--- config.mk ---
export PLATFORM = sky130hd
export DESIGN_NAME = nibble_sub_sequencer
export DESIGN_NICKNAME = d
export VERILOG_FILES = /design/src/rtl/nibble_sub_sequencer.sv
export SDC_FILE = /design/constraint.sdc
export NUM_CORES = 1
export LEC_CHECK = 0
export CAP_MARGIN = 30
export CORE_UTILIZATION = 54
export CTS_CLUSTER_DIAMETER = 40
export DETAILED_ROUTE_END_ITERATION = 8
export PLACE_DENSITY_LB_ADDON = 0.2
export SLEW_MARGIN = 20
export SYNTH_ARGS = -nofsm -noshare
export SYNTH_HDL_FRONTEND = slang
export SYNTH_SLANG_ARGS = --single-unit
--- constraint.sdc ---
create_clock -name clk -period 3.95 [get_ports clk]
set_input_delay 0.5925 -clock clk [delete_from_list [all_inputs] [get_ports clk]]
set_output_delay 0.5925 -clock clk [all_outputs]
set_load 0.01 [all_outputs]
--- src/rtl/nibble_sub_sequencer.sv ---
// nibble_sub_sequencer: multi-cycle W-bit subtraction sequenced one nibble per cycle through an external 4-bit subtractor
module nibble_sub_sequencer #(
  parameter int NIBBLES = 4
) (
  input  logic                 clk,
  input  logic                 reset,
  input  logic                 start,
  input  logic [4*NIBBLES-1:0] opA,
  input  logic [4*NIBBLES-1:0] opB,
  input  logic                 borrow_in,
  output logic                 busy,
  output logic                 done,
  output logic [4*NIBBLES-1:0] result,
  output logic                 borrow_out,
  output logic                 overflow,
  output logic                 zero,
  output logic [3:0]           sub_A,
  output logic [3:0]           sub_B,
  output logic                 sub_BorrowIN,
  input  logic [3:0]           sub_Y,
  input  logic                 sub_BorrowOUT
);
  localparam int W  = 4 * NIBBLES;
  localparam int KW = NIBBLES > 1 ? $clog2(NIBBLES) : 1;
  typedef enum logic [1:0] {IDLE, RUN, DONE} state_t;
  state_t state, state_n;
  logic [W-1:0] a, b, shadow, shadow_n;
  logic [KW-1:0] k;
  logic run_borrow, last;
  assign last = k == KW'(NIBBLES - 1);
  always_ff @(posedge clk)
    state <= reset ? IDLE : state_n;
  always_comb
    state_n = state == IDLE ? (start ? RUN : IDLE) :
              state == RUN  ? (last ? DONE : RUN) : IDLE;
  always_comb begin
    busy         = state == RUN;
    done         = state == DONE;
    sub_A        = busy ? a[k*4 +: 4] : 4'd0;
    sub_B        = busy ? b[k*4 +: 4] : 4'd0;
    sub_BorrowIN = busy & run_borrow;
  end
  // the final nibble is merged combinationally so the result lands on the edge entering DONE
  always_comb begin
    shadow_n = shadow;
    shadow_n[k*4 +: 4] = sub_Y;
  end
  always_ff @(posedge clk) begin
    if (reset) begin
      a          <= '0;
      b          <= '0;
      shadow     <= '0;
      k          <= '0;
      run_borrow <= 1'b0;
      result     <= '0;
      borrow_out <= 1'b0;
      overflow   <= 1'b0;
      zero       <= 1'b0;
    end else if (state == IDLE && start) begin
      a          <= opA;
      b          <= opB;
      k          <= '0;
      run_borrow <= borrow_in;
    end else if (state == RUN) begin
      shadow     <= shadow_n;
      run_borrow <= sub_BorrowOUT;
      k          <= k + 1'b1;
      if (last) begin
        result     <= shadow_n;
        borrow_out <= sub_BorrowOUT;
        overflow   <= (a[W-1] != b[W-1]) && (shadow_n[W-1] != a[W-1]);
        zero       <= shadow_n == '0;
      end
    end
  end
endmodule

* Word-level counts from Yosys, hierarchy flattened
Cells that the tools add are included.
Storage, ports and cells: bits in read-only memories 0, memory bits (writable) 0, memories kept 0, word-level logic and storage cells 40, register bits 72, bits in latches 0, input bits 41
Cells by class: equality and inequality tests 5, $add $sub $neg 2, div/mod/pow operators 0, reduce and logical (&&, ||, !) cells 8, $mul 0, shifts and indexed selects 4, mux-type cells 9, magnitude comparators 0, bitwise operators 2
Operator list (number):
- 4-bit negator with 34-bit output | 1
- 4-bit by 34-bit variable shift with 16-bit output (first input constant) | 1
- 4-bit by 34-bit variable part select with 16-bit output | 1
- 16-bit by 5-bit variable part select with 4-bit output | 2
- 16-bit bitwise mux | 1
- 16-bit zero test | 1
- 4-bit 2-to-1 mux | 2
- 2-bit 2-to-1 mux | 3
- 2-bit equality test (second input constant) | 2
- 1-bit 2-to-1 mux | 3
- 3-bit AND reduction | 1
- 2-bit by 1-bit adder with 2-bit output (second input constant) | 1
- 2-bit by 1-bit equality test with 1-bit output (second input constant) | 1
- 1-bit logical AND | 2
- 2-bit zero test | 1
- 1-bit != test | 2
- 2-bit AND reduction | 1
- 2-bit nonzero test | 1
- 2-bit OR reduction | 1
- 1-bit bitwise AND | 1
- 1-bit inverter | 1

* Depth between registers and ports, before layout
Gate-level depths: netlist of the first run.
word-level depth 5, depth in mapped cells 10, depth with buffers taken out 7

* Worst setup path after synthesis of the first run
No wires, ideal clock.
path type register to register, start point reg k[0], end point reg zero, required time 3.863 ns, path buffers 3, arrival 2.171 ns, slack 1.692 ns, stages on the path, launching flop included 11, cells stage by stage dfxtp_1 > buf_4 > buf_2 > inv_1 > ha_1 > and3b_1 > buf_6 > and3_4 > a211oi_2 > nand4_1 > o31ai_1
Between the ends: longest elaborated chain between the ends 4, elaborated cells on any way between the ends 7
RTL lines:
- from (decl) | line 28 | logic [KW-1:0] k;
- from (signal assigned) | line 67 | k <= k + 1'b1;
- 4-bit negator with 34-bit output | line 46 | shadow_n[k*4 +: 4] = sub_Y;
- 4-bit by 34-bit variable part select with 16-bit output / 4-bit by 34-bit variable shift with 16-bit output (equally long branches) | line 46
- 16-bit bitwise mux | line 46
- 16-bit zero test | line 72 | zero <= shadow_n == '0;
- to (signal assigned) | line 58 | zero <= 1'b0;
- to (signal assigned) | line 72
- to (decl) | line 16 | output logic zero,
Several ways; a longest one is shown, not always the timed one. A chain may end at the register's enable or synchronous reset.

* Final worst setup path of the first run
start point reg k[0], end point out sub_B[3]
Between the ends: longest elaborated chain between the ends 2
RTL lines:
- 16-bit by 5-bit variable part select with 4-bit output | line 40 | sub_B = busy ? b[k*4 +: 4] : 4'd0;
- 4-bit 2-to-1 mux | line 40
- to (decl) | line 18 | output logic [3:0] sub_B,
No other way between the ends.

==> metrics.txt, run 1 <==
Synth Net Count between 400 and 500; I/O pin count 71; Logic pwr share 0.126; vias in the first global route 2594; WS Path Type flip-flop to primary output; Worst Min Path Start b[11]; worst path arrival time approximately 2.5 ns; Hold-fix buffers, CTS 0; synth warn 0; clock network fraction of total power 0.398; Max Cap Violations 0; Internal around 1200 µW; DRT iter0 DRCs about 150; clk buf depth 2; ANT cells 0; Seq pwr share 0.476; # setup viols final 0; Post-Syn Area per Cell 8.62 µm²; Final period util 0.790; CP max FO 19; largest net degree at the start of global routing 52; hold path cells 2; core area approximately 5500 µm²; Worst Skew about 0.0077 ns; sw frac 0.250; CP max stage delay between 0.8 and 0.9 ns; 1st-pass router iterations 4; Nets around 470; first-pass GRT wire length roughly 12 mm; Setup TNS 0 ns; CTS root buf clkbuf_8; register area share after synthesis 0.459; Fmax ~320 MHz; Setup crit start kind flip-flop; grt total ovfl 0; Setup Buffers After CTS 0; unrepaired setup endpoints after global routing false; routed len/inst around 14 µm; Site Rows 27; worst slew pin tran approximately 0.9 ns; CP Capture Type primary output; clock-pin slew on the worst setup and hold paths approximately 0.08 ns; Port Buffers 70; Die H 78.2 µm; Yosys reg bits 72; post-DP HPWL around 5 mm; Final GP Congestion 0.909; Critical Path, Cell by Cell mux4_1 -> and2_1 -> clkdlybuf4s50_1; Slowest-stage cell, CP dfxtp_1; worst hold path class flip-flop to flip-flop; Top FF cell, synth dfxtp_1; Syn Inst Count 364; post-route ant nets 0; Num Clock Sinks between 70 and 80; status complete, no violations; count of pins over their slew limit 0; post-layout util 0.736; total global routing track utilization 0.253; Worst-Skew Late Latency 0.35 ns; Routed Wire Length 7.18 mm; vias around 2800; DRC viols 0; Die Width 78.2 µm; post-CTS sizing 0; Hold Vio Cnt, Final 0; CTS tree built; Fillers around 440; r2r endpoint zero; PD cells 404 nW/µm²; Initial Utilization 0.566; mapped cell area roughly 3100 µm²; hold path endpoint b[11]; VDD IR max roughly 0.26 mV; fraction of layout cells with a size suffix above 1 0.0776; setup slack, reg-to-reg between 1 and 1.5 ns; Worst R2R Path Depth 7; Reg2Reg Launch Point k[0]; area added between synthesis and finish 29.9%; WHS 0.456 ns; P_sw a little over 400 µW; Inserted Clock Buffers 9; clock period minus worst slack 3.12 ns; post-synth cell types 40; leakage power around 0.0014 µW; CP Data Required Time 3.36 ns; Die Footprint just over 6000 µm²; worst rel slew slack 0.391; DR vias/cell between 5 and 6; fraction of registers with async set/reset 0; CTS H-tree depth 3; number of synthesized flops with an enable pin 0; initial antenna violation count 0
==> placed cells by master, fill, tap and decap left out, types with 2 or more instances in the layout <==
master and instances:
clkbuf_8 10, dfxtp_1 72, nor3_1 5, nand2_1 71, nor2b_1 6, buf_4 3, nand3b_1 2, and4b_1 2
inv_1 6, a211oi_1 28, a31oi_1 4, ha_1 6, buf_8 2, bufinv_16 2, and2_1 13, clkdlybuf4s50_1 69
mux4_2 7, a32oi_1 4, a221oi_1 2, nand4_1 2, a22oi_1 7, and3b_1 2, nor2_1 42, a21oi_1 36
==> power groups by stage <==
stage	Combinational, µW	Clock, µW	Sequential, µW
after detailed placement	206	0	801
after global routing	229	699	789
after CTS	207	665	785
final	207	656	785
after floorplan	132	0	790
after global placement	196	0	800
==> synthesized netlist by cell type, types with 2 or more instances <==
master / count / area, µm²
dfxtp_1: 72 / 1440
nand3b_1: 2 / 15.0
clkbuf_1: 19 / 71.3
inv_1: 6 / 22.5
nand2_1: 71 / 267
and2_1: 13 / 81.3
buf_1: 4 / 15.0
a221oi_1: 2 / 17.5
a22oi_1: 7 / 52.6
ha_1: 6 / 75.1
a32oi_1: 4 / 35.0
nor2b_1: 7 / 43.8
a211oi_1: 28 / 210
a31oi_1: 4 / 25.0
and3b_1: 2 / 17.5
buf_2: 5 / 25.0
nor2_1: 42 / 158
nor3_1: 5 / 25.0
mux4_2: 7 / 158
a21oi_1: 36 / 180
nand4_1: 2 / 12.5
and4b_1: 2 / 20.0
==> per-layer routing <==
metal / GRT usage / wire (µm) / vias up / part of all wire
met2: 0.411 / 3510 / 90 / 0.49
met1: 0.318 / 3130 / 1294 / 0.44
met3: 0.0686 / 415 / 12 / 0.058
met5: 0 / 0 / - / 0
li1: - / - / 1382 / -
met4: 0.104 / 119 / 0 / 0.017
==> worst max-delay path: cells and delay by family, from the launching register on <==
family,cells,cell delay [ns]
buffers and inverters,1,0.47
flip-flops,1,0.89
multiplexers,1,0.63
AND/OR/NAND/NOR,1,0.17
==> sequential cells by signal (all words and copies together) (netlist names) <==
signal / flops
run_borrow: 1
borrow_out: 1
b: 16
a: 16
overflow: 1
result: 16
k: 2
state: 2
shadow: 16
zero: 1
==> metrics by stage <==
stage / std cells / setup slack (ns) / cell area (µm²) / total power (µW)
6_report: 497 / 0.831 / 4080 / 1650
5_1_grt: 497 / 0.697 / 4080 / 1720
4_1_cts: 497 / 0.822 / 4080 / 1660
3_5_place_dp: 481 / 1.20 / 3850 / 1010
3_3_place_gp: 479 / 1.20 / 3820 / 996
2_1_floorplan: 364 / 1.69 / 3140 / 922
==> layout make-up <==
cell class	instances	area, µm²	share of cell area
sequential	72	1440	0.354
inverter	6	22.5	0.00552
tap	72	90.1	0.0221
clock buffer	10	138	0.0338
timing repair buffer	75	748	0.184
clock inverter	6	90.1	0.0221
multi-input combinational	256	1550	0.379
==> worst max path at each step <==
stage          startpoint       end  slack, ns  cells past startpoint
6_report             k[0]  sub_B[3]       0.83                      3
5_1_grt              k[0]  sub_B[3]       0.70                      3
4_1_cts              k[0]  sub_B[3]       0.82                      3
3_5_place_dp         k[0]  sub_B[3]       1.20                      3
3_3_place_gp         k[0]  sub_B[3]       1.20                      3
2_1_floorplan        k[0]      zero       1.69                     10
==> kinds of logic (layout without fill, tap and decap cells) <==
| logic type | Yosys count | after routing | share of synthesized area |
|---|---|---|---|
| buf+inv | 36 | 97 | 0.0486 |
| flops | 72 | 72 | 0.459 |
| fa+ha+maj | 6 | 6 | 0.0239 |
| simple gates | 151 | 151 | 0.215 |
| compound gates | 89 | 89 | 0.188 |
| mux | 9 | 9 | 0.0618 |
| xor+xnor | 1 | 1 | 0.00279 |
Note: power is estimated with default switching activity, not from simulation.
==> run 2, diff against run 1 <==
- CORE_UTILIZATION: 54 -> 50
- clock period: 3.95 -> 3.02 ns (I/O delays scaled with it)
==> metrics.txt, run 2 (synthesized netlist as in run 1, its figures left out) <==
Sequential Area 1440 µm²; PD cells between 400 and 500 nW/µm²; clock-pin slew on the worst setup and hold paths about 0.070 ns; Port Buffers 70; GRT busiest layer met2; fraction of layout cells with a size suffix above 1 0.0771; Die Width approximately 81 µm; CP max stage delay slightly above 0.7 ns; # setup viols final 0; Setup crit start kind flip-flop; status complete, no violations; commonest cells after routing, fill and taps aside dfxtp_1 (72), nand2_1 (71), clkdlybuf4s50_1 (69), nor2_1 (42), a21oi_1 (36); 1st-pass router iterations 4; routed len/inst between 10 and 15 µm; Final period util 0.919; CP Data Required Time ~2.6 ns; leakage power ~0.0014 µW; grt total ovfl 0; met1 Use GR 0.306; Slowest-stage cell, CP dfxtp_1; Die H just over 80 µm; post-DP HPWL 4.94 mm; worst setup margin ~0.25 ns; CTS H-tree depth 3; worst rel slew slack 0.561; Inserted Clock Buffers 9; worst hold path class input port to flip-flop; unrepaired setup endpoints after global routing false; VDD IR max about 0.3 mV; Die Footprint between 6000 and 7000 µm²; Fillers around 500; core area approximately 6000 µm²; total global routing track utilization 0.231; vias in the first global route approximately 2500; I/O pin count ~70; clk buf depth 2; worst slack, placed 0.518 ns; Final GP Congestion between 0.8 and 0.9; Initial Utilization 0.524; clock period minus worst slack around 2.8 ns; vias between 2000 and 3000; Max Cap Violations 0; Cell Area, Placed ~3900 µm²; count of pins over their slew limit 0; initial antenna violation count 0; Final Power roughly 2000 µW; CTS root buf clkbuf_8; worst slew pin tran between 0.6 and 0.7 ns; Num Clock Sinks 72; Worst-Skew Late Latency around 0.34 ns; Hold Vio Cnt, Final 0; post-CTS sizing 0; CP Capture Type primary output; final instance area about 4100 µm²; most common cell after layout, fill and taps aside dfxtp_1; worst path arrival time between 2 and 2.5 ns; DRC viols 0; Setup TNS 0 ns; GR Util met3 0.0506; largest net degree at the start of global routing between 50 and 60; Setup Buffers After CTS 0; ANT cells 0; CTS tree built; post-layout util 0.677; Worst Skew 0.00905 ns; DRT iter0 DRCs roughly 170; Fmax 360 MHz; post-route ant nets 0; WS Path Type flip-flop to primary output; CP max FO 11; setup slack, reg-to-reg about 0.56 ns; Routed Wire Length 7.06 mm; area added between synthesis and finish 29.3%; Hold-fix buffers, CTS 0; Nets 470; Site Rows 28; met2 usage 0.380; first-pass GRT wire length 11.6 mm; area of the multi-input gates approximately 1600 µm²; Critical Path, Cell by Cell mux4_1 -> and2_1 -> clkdlybuf4s50_1; DR vias/cell roughly 5.5
-- run 2: path summary, 6_finish.rpt --
check | startpoint | end | cells after the start
setup / recovery | k[0] | sub_B[3] | 3
hold / removal | reset | result[0] | 2
setup reg to reg | k[0] | zero | 7
hold reg to reg | b[7] | b[7] | 2
-- run 2: layout make-up --
cell class,instances,area share
Tap cell,75,0.0231
Sequential cell,72,0.355
Timing Repair Buffer,78,0.189
Clock inverter,4,0.0111
Clock buffer,12,0.0333
Multi-Input combinational cell,256,0.382
Inverter,6,0.00555
-- run 2: routing by layer --
metal  part of all wire  up-vias
met3              0.053        4
met1               0.46     1270
met4             0.0051        0
met5                  0        -
met2               0.48       80
li1                   -     1389
-- run 2: critical path: cells and delay by family (launching register included) --
kind	cells	cell delay, ns
flip-flops	1	0.72
multiplexers	1	0.62
AND/OR/NAND/NOR	1	0.18
buffers and inverters	1	0.47
-- run 2: where the power goes --
group          leakage (µW)  internal [µW]  switching [µW]
logic              0.000760            136             138
clock network     0.0000941            378             330
registers          0.000588            995            30.2
total               0.00144           1510             498
-- run 2: metrics by stage --
step | cells | hold WS, ns
final | 503 | 0.436
after global routing | 503 | 0.446
after CTS | 502 | 0.457
after detailed placement | 486 | 0.448
after global placement | 486 | 0.440
after floorplan | 364 | 0.432
